--- config.mk ---
export PLATFORM = sky130hd
export DESIGN_NAME = sr_ctf_deser
export DESIGN_NICKNAME = d
export VERILOG_FILES = /design/src/rtl/sr_ctf_pkg.sv /design/src/rtl/sr_ctf_pulse_sync.sv /design/src/rtl/sr_ctf_deser.sv
export SDC_FILE = /design/constraint.sdc
export NUM_CORES = 1
export LEC_CHECK = 0
export ABC_AREA = 1
export CORE_UTILIZATION = 30
export DETAILED_ROUTE_END_ITERATION = 6
export GPL_TIMING_DRIVEN = 0
export HOLD_SLACK_MARGIN = 0.1
export PLACE_DENSITY_LB_ADDON = 0.2
export SYNTH_ARGS = -nofsm -noshare
export SYNTH_HDL_FRONTEND = slang
export SYNTH_SLANG_ARGS = --single-unit
--- constraint.sdc ---
create_clock -name clk -period 4.1 [get_ports clk]
set_clock_uncertainty 0.1 [all_clocks]
set_input_delay 1.23 -clock clk [delete_from_list [all_inputs] [get_ports clk]]
set_output_delay 1.23 -clock clk [all_outputs]
set_load 0.005 [all_outputs]
--- src/rtl/sr_ctf_pkg.sv ---
// Shared types and constants for the counterflow shift-register deserializer.
package sr_ctf_pkg;

    typedef enum logic {IDLE, ARMED} sr_ctf_state_t;

    localparam int unsigned SR_CTF_SYNC_STAGES = 2;

endpackage

--- src/rtl/sr_ctf_pulse_sync.sv ---
// Multi-flop synchronizer plus rising-edge detector; emits a one-cycle strobe per input pulse.
module sr_ctf_pulse_sync
    import sr_ctf_pkg::*;
(
    input  logic clk_i,
    input  logic rst_i,
    input  logic async_i,
    output logic strobe_o
);

    // Top bit holds the previous synchronized level for edge detection.
    logic [SR_CTF_SYNC_STAGES:0] sync_q;

    always_ff @(posedge clk_i) begin
        if (rst_i) begin
            sync_q <= '0;
        end else begin
            sync_q <= {sync_q[SR_CTF_SYNC_STAGES-1:0], async_i};
        end
    end

    assign strobe_o = sync_q[SR_CTF_SYNC_STAGES-1] & ~sync_q[SR_CTF_SYNC_STAGES];

endmodule

--- src/rtl/sr_ctf_deser.sv ---
// Pairs dout/cout pulses from the chain end into bits and delivers words over valid/ready.
// Optional parity frame bit enabled with `define SR_CTF_DESER_PARITY_EN.
module sr_ctf_deser
    import sr_ctf_pkg::*;
#(
    parameter int unsigned WIDTH  = 8,
    parameter int unsigned WINDOW = 6
) (
    input  logic             clk,
    input  logic             rst,
    input  logic             dout_in,
    input  logic             cout_in,
    output logic [WIDTH-1:0] word,
    output logic             word_valid,
    input  logic             word_ready,
    output logic             perr,
    output logic             pair_err,
    output logic             overrun
);

`ifdef SR_CTF_DESER_PARITY_EN
    localparam int unsigned FRAME = WIDTH + 1;
`else
    localparam int unsigned FRAME = WIDTH;
`endif
    localparam int unsigned BCW = $clog2(FRAME);

    sr_ctf_state_t    state_q;
    logic [7:0]       win_q;
    logic [BCW-1:0]   bit_cnt_q;
    logic [FRAME-1:0] shreg_q;
    logic [WIDTH-1:0] word_q;
    logic             valid_q;
    logic             perr_q;
    logic             pair_err_q;
    logic             overrun_q;

    logic             d_ev;
    logic             c_ev;
    logic             bit_val;
    logic [FRAME-1:0] frame;
    logic             frame_perr;
    logic             last_bit;
    logic             accept;
    logic             load;

    sr_ctf_pulse_sync u_dout_sync (
        .clk_i    (clk),
        .rst_i    (rst),
        .async_i  (dout_in),
        .strobe_o (d_ev)
    );

    sr_ctf_pulse_sync u_cout_sync (
        .clk_i    (clk),
        .rst_i    (rst),
        .async_i  (cout_in),
        .strobe_o (c_ev)
    );

    // A cout closes the slot; the bit is '1' if a dout is pending or arrives together.
    assign bit_val  = d_ev | (state_q == ARMED);
    assign frame    = {bit_val, shreg_q[FRAME-1:1]};
    assign last_bit = c_ev && (bit_cnt_q == BCW'(FRAME - 1));
    assign accept   = valid_q & word_ready;
    assign load     = last_bit & (~valid_q | accept);

`ifdef SR_CTF_DESER_PARITY_EN
    assign frame_perr = ^frame;
`else
    assign frame_perr = 1'b0;
`endif

    always_ff @(posedge clk) begin
        if (rst) begin
            state_q    <= IDLE;
            win_q      <= '0;
            bit_cnt_q  <= '0;
            shreg_q    <= '0;
            word_q     <= '0;
            valid_q    <= 1'b0;
            perr_q     <= 1'b0;
            pair_err_q <= 1'b0;
            overrun_q  <= 1'b0;
        end else begin
            pair_err_q <= 1'b0;
            if (c_ev) begin
                state_q <= IDLE;
            end else begin
                unique case (state_q)
                    IDLE: begin
                        if (d_ev) begin
                            state_q <= ARMED;
                            win_q   <= '0;
                        end
                    end
                    ARMED: begin
                        if (win_q == 8'(WINDOW - 1)) begin
                            pair_err_q <= 1'b1;
                            state_q    <= IDLE;
                        end else begin
                            win_q <= win_q + 8'd1;
                        end
                    end
                    default: state_q <= IDLE;
                endcase
            end

            if (c_ev) begin
                shreg_q   <= frame;
                bit_cnt_q <= last_bit ? '0 : bit_cnt_q + 1'b1;
            end

            if (accept) begin
                valid_q <= 1'b0;
            end
            if (load) begin
                valid_q <= 1'b1;
                word_q  <= frame[WIDTH-1:0];
                perr_q  <= frame_perr;
            end else if (last_bit) begin
                overrun_q <= 1'b1;
            end
        end
    end

    assign word       = word_q;
    assign word_valid = valid_q;
    assign perr       = perr_q;
    assign pair_err   = pair_err_q;
    assign overrun    = overrun_q;

endmodule

Word-level counts from Yosys, hierarchy flattened
Index checks and enable logic that the tools add are counted.
- output and inout port bits: 12
- register bits: 37
- logic and storage cells: 44
- input port bits: 5
- mux-type cells: 10
- add/subtract/negate cells: 2
- reduce and logical (&&, ||, !) cells: 6
- eq/ne operators: 4
- bitwise operators: 12
- operators by type and width (kind ; count):
    $mux W8 ; 2
    $pmux W8 S2 ; 1
    $add A8 B1 Y8 const B ; 1
    $eq A8 B3 Y1 const B ; 1
    $not A1 Y1 ; 6
    $mux W1 ; 5
    $and A1 B1 Y1 ; 4
    $ne A2 B2 Y1 const B ; 2
    $add A3 B1 Y3 const B ; 1
    $eq A3 B3 Y1 const B ; 1
    $mux W3 ; 1
    $reduce_and A3 Y1 ; 1
    $reduce_or A3 Y1 ; 1
    $or A1 B1 Y1 ; 2
    $pmux W1 S2 ; 1
    $reduce_and A2 Y1 ; 1
    $reduce_bool A2 Y1 ; 1
    $reduce_or A2 Y1 ; 1
    $logic_and A1 B1 Y1 ; 1

Longest topological paths before layout
Gate-level depths: netlist of run 1.
- word-level depth: 6
- gate-level depth with buffers: 9
- depth with buffers taken out: 9

By module
A second synthesis of run 1 with hierarchy kept.
- cell total of the unflattened synthesis: 185
- area, all modules: 1457.6 µm²
- modules (own cells, without submodules) (module ; area an instance (µm²) ; times used ; seq. area each (µm²) ; cells each):
    sr_ctf_deser ; 1285.0 ; 1 ; 600.6 ; 165
    sr_ctf_pulse_sync ; 86.3 ; 2 ; 60.1 ; 10

Worst setup path after synthesis of run 1
No wires, ideal clock.
- path kind: in2reg
- from: input word_ready
- to: register word_q[5] (netlist: word[5])
- path slack: 2.084 ns
- library setup time: 0.117 ns
- required time: 3.883 ns
- buffers on the path: 1
- arrival time: 1.799 ns
- cell stages on the path: 7
- path through: nor2_1 inv_1 nand2_2 inv_2 buf_6 o21ai_2 a21oi_1
- longest elaborated chain between the ends: 3
- RTL lines (item ; line ; source):
    start: declaration ; sr_ctf_deser.sv:15 ; input logic word_ready,
    $and A1 B1 Y1 ; sr_ctf_deser.sv:65 ; assign accept = valid_q & word_ready;
    $or A1 B1 Y1 ; sr_ctf_deser.sv:66 ; assign load = last_bit & (~valid_q | accept);
    $and A1 B1 Y1 ; sr_ctf_deser.sv:66 ;
    end signal: assignment ; sr_ctf_deser.sv:119 ; word_q <= frame[WIDTH-1:0];
    end: declaration ; sr_ctf_deser.sv:32 ; logic [WIDTH-1:0] word_q;
No other way between the ends.
A chain may end at the register's enable or synchronous reset.

Worst setup path after layout of run 1
- from: register word_q[6] (netlist: word[6])
- to: output word[6]
- RTL lines (item ; line ; source):
    end: declaration ; sr_ctf_deser.sv:13 ; output logic [WIDTH-1:0] word,
No word-level cell between the ends.

==> flow_metrics.tcl, run 1 <==
set metrics [dict create \
    post_drt_wl_per_cell_microns 10.25 \
    ant_nets 0 \
    setup_tns_ns 0 \
    synthCells 191 \
    cts_hold_buf 0 \
    first_iter_violations 81 \
    die_x_microns 72.36 \
    rsz0062_at_grt "false" \
    critPathRequiredTime_ns 2.77 \
    timing.fmax_mhz 403.8 \
    dp_cells 273 \
    die_height_microns 72.36 \
    end_kind "output port" \
    seq_area_sq_um 720.7 \
    core-area_sq_mm 0.004755 \
    setup_violations 0 \
    overflow 0 \
    r2r_setup_slack_ns 2.57 \
    dpl.hpwl_mm 2.069 \
    grt_start_max_net_pins 12 \
    fin_cells 281 \
    worst-path-max-fanout 2 \
    crit_path_max_incr_delay_ns 0.50 \
    synth_area_per_cell_sq_um 7.776 \
    fillerInstances 524 \
    clk_pin_slew_worst_paths_ns 0.07 \
    antenna_found_initial 0 \
    path_class "flip-flop to output port" \
    path_buf_inv 1 \
    p_leak_nw 0.6573 \
    postCtsSetupRepairBufs 0 \
    synthesis.nets 200 \
    slew_violations 0 \
    synthArstFlopShare 0 \
    vias 1186 \
    cp_cell_sequence "clkdlybuf4s50_1" \
    post-route-drc-count 0 \
    synth-edff-count 0 \
    cp-start-kind "flip-flop" \
    rows 25 \
    numCtsBuffers 5 \
    seq_area_frac_synth 0.4853 \
    ys_warn_count 0 \
    cts_root_buffer "clkbuf_8" \
    syn-cell-area_sq_mm 0.001485 \
    start_util 0.3124 \
    track_usage 0.1272 \
    cts_resized 0 \
    insertedDiodeCount 0 \
    grt_pass1_vias 1057 \
    routed_via_density 4.221 \
    htreeDepth 2 \
    cts_tree "yes" \
    layout.nets 222 \
    clkSinkCount 36 \
    crit_slowest_cell "clkdlybuf4s50_1" \
    drive_gt1_frac 0.1215 \
    crit_family "buffers and inverters" \
    clkLatencyLatePin_ns 0.29 \
    drv_cap 0 \
    syn_to_final_growth_pct 22.07 \
    fin_total_pwr_w 0.0006536 \
    power_density_mw_per_mm2 360.5 \
    ys_ff_latch 36 \
    synth-main-ff-cell "dfxtp_1" \
    ys_types 23 \
    grt_pass1_wl_mm 4.933 \
    finalHoldViolCount 0 \
    worstPathArrival_ns 1.15 \
    finalCriticalPeriod_ns 2.477 \
    ioPinCount 17 \
    die_area_sq_mm 0.005236 \
    timing.final.crit_share 0.6041 \
    place_ws_ns 1.404 \
    multiInputGateArea_sq_um 615.6 \
    hold_class "flip-flop to flip-flop" \
    irDropWorstVdd_uv 171.5 \
    final_util 0.3813 \
    gp_congestion 0.7246 \
    first_pass_iters 4 \
    port_buffers 15 \
    cts_buffer_depth 2 \
    status "finished, final reports clean" \
    drt_wl_total_mm 2.879 \
    setup_ws_ns 1.623 \
]
-- report_power, final --
| group | internal, W | switching (W) |
|---|---|---|
| Sequential | 0.000354 | 0.00000296 |
| Clock | 0.000136 | 0.000126 |
| Combinational | 0.0000126 | 0.0000214 |
-- Yosys cell counts (2+ instances only) --
cell | n | area, sq um
nor2_2 | 2 | 12.51
nand2_2 | 2 | 12.51
nand2_1 | 28 | 105.1
o21ai_0 | 15 | 75.07
dfxtp_1 | 36 | 720.7
nand3_1 | 9 | 45.04
o21ai_2 | 2 | 17.52
ha_1 | 4 | 50.05
nor2_1 | 29 | 108.9
o22ai_1 | 5 | 31.28
a21oi_1 | 18 | 90.09
inv_2 | 4 | 15.01
buf_4 | 3 | 22.52
inv_1 | 24 | 90.09
nand2_4 | 2 | 22.52
-- registers in the layout, summed over array words and instances (netlist names), 3 cells and up --
signal and flops:
win_q 8, bit_cnt_q 3, shreg_q 7, u_dout_sync.sync_q 3, word 8, u_cout_sync.sync_q 3
-- layer usage --
| layer | wire [microns] | GRT usage |
|---|---|---|
| met5 | 0 | 0 |
| met2 | 1192 | 0.1693 |
| met4 | 66 | 0.06536 |
| met3 | 120 | 0.04722 |
| met1 | 1499 | 0.1770 |
-- cell families (layout without fill, tap and decap cells) --
group                    after synthesis  count (layout)  synth area share
AO/OA/AOI/OAI                         42              42            0.1601
adder cells (fa/ha/maj)                4               4           0.03370
buffers and inverters                 34              57            0.1003
flip-flops                            36              36            0.4853
other                                  1               1          0.002525
AND/OR/NAND/NOR                       74              74            0.2182
-- through the flow --
step           hold WS, ns  cell area (sq um)
6_report            0.3016               1813
5_1_grt             0.3148               1813
4_1_cts             0.3029               1813
3_5_place_dp        0.2924               1719
3_3_place_gp        0.2908               1719
2_1_floorplan       0.2883               1485
-- worst paths after layout --
path | endpoint | from | depth (start not counted)
max | word[6] | word[6] | 1
min | u_dout_sync.sync_q[1] | u_dout_sync.sync_q[0] | 2
max reg2reg | word[6] | bit_cnt_q[0] | 9
min reg2reg | u_dout_sync.sync_q[1] | u_dout_sync.sync_q[0] | 2
-- final cells by class --
class                      count  area share
sequential                    36      0.3975
multi-input combinational    121      0.3395
timing repair buffer          15     0.08282
inverter                      29     0.06142
clock buffer                   7     0.04762
tap                           67     0.04624
buffer                         5     0.02070
clock inverter                 1    0.004141
-- cells in the final DEF (no fill, tap or decap), types with 2 or more instances in the layout --
master           count
o21ai_0             15
buf_4                3
clkbuf_1             2
o21ai_2              2
nand3_1              9
nand2_2              2
o22ai_1              5
nor2_1              29
nand2_4              2
clkdlybuf4s50_1     15
inv_1               24
a21oi_1             18
dfxtp_1             36
clkbuf_8             6
inv_2                4
ha_1                 4
nand2_1             28
nor2_2               2
Note: power is estimated with default switching activity, not from simulation.
==> run 2, diff against run 1 <==
==> constraint.sdc (replaced) <==
create_clock -name clk -period 2.5 [get_ports clk]
set_clock_uncertainty 0.1 [all_clocks]
set_input_delay 0.75 -clock clk [delete_from_list [all_inputs] [get_ports clk]]
set_output_delay 0.75 -clock clk [all_outputs]
set_load 0.005 [all_outputs]
==> results of run 2 <==
The final DEF is identical to that of run 1. Status: finished, final reports clean.
Main changes from that run: setup slack after placement 1.404 ns -> 0.2840 ns; setup slack after layout 1.623 ns -> 0.5033 ns; register-to-register setup slack 2.57 ns -> 0.97 ns; total power 0.0006536 W -> 0.001072 W; worst IR drop on VDD 171.5 uV -> 281.2 uV
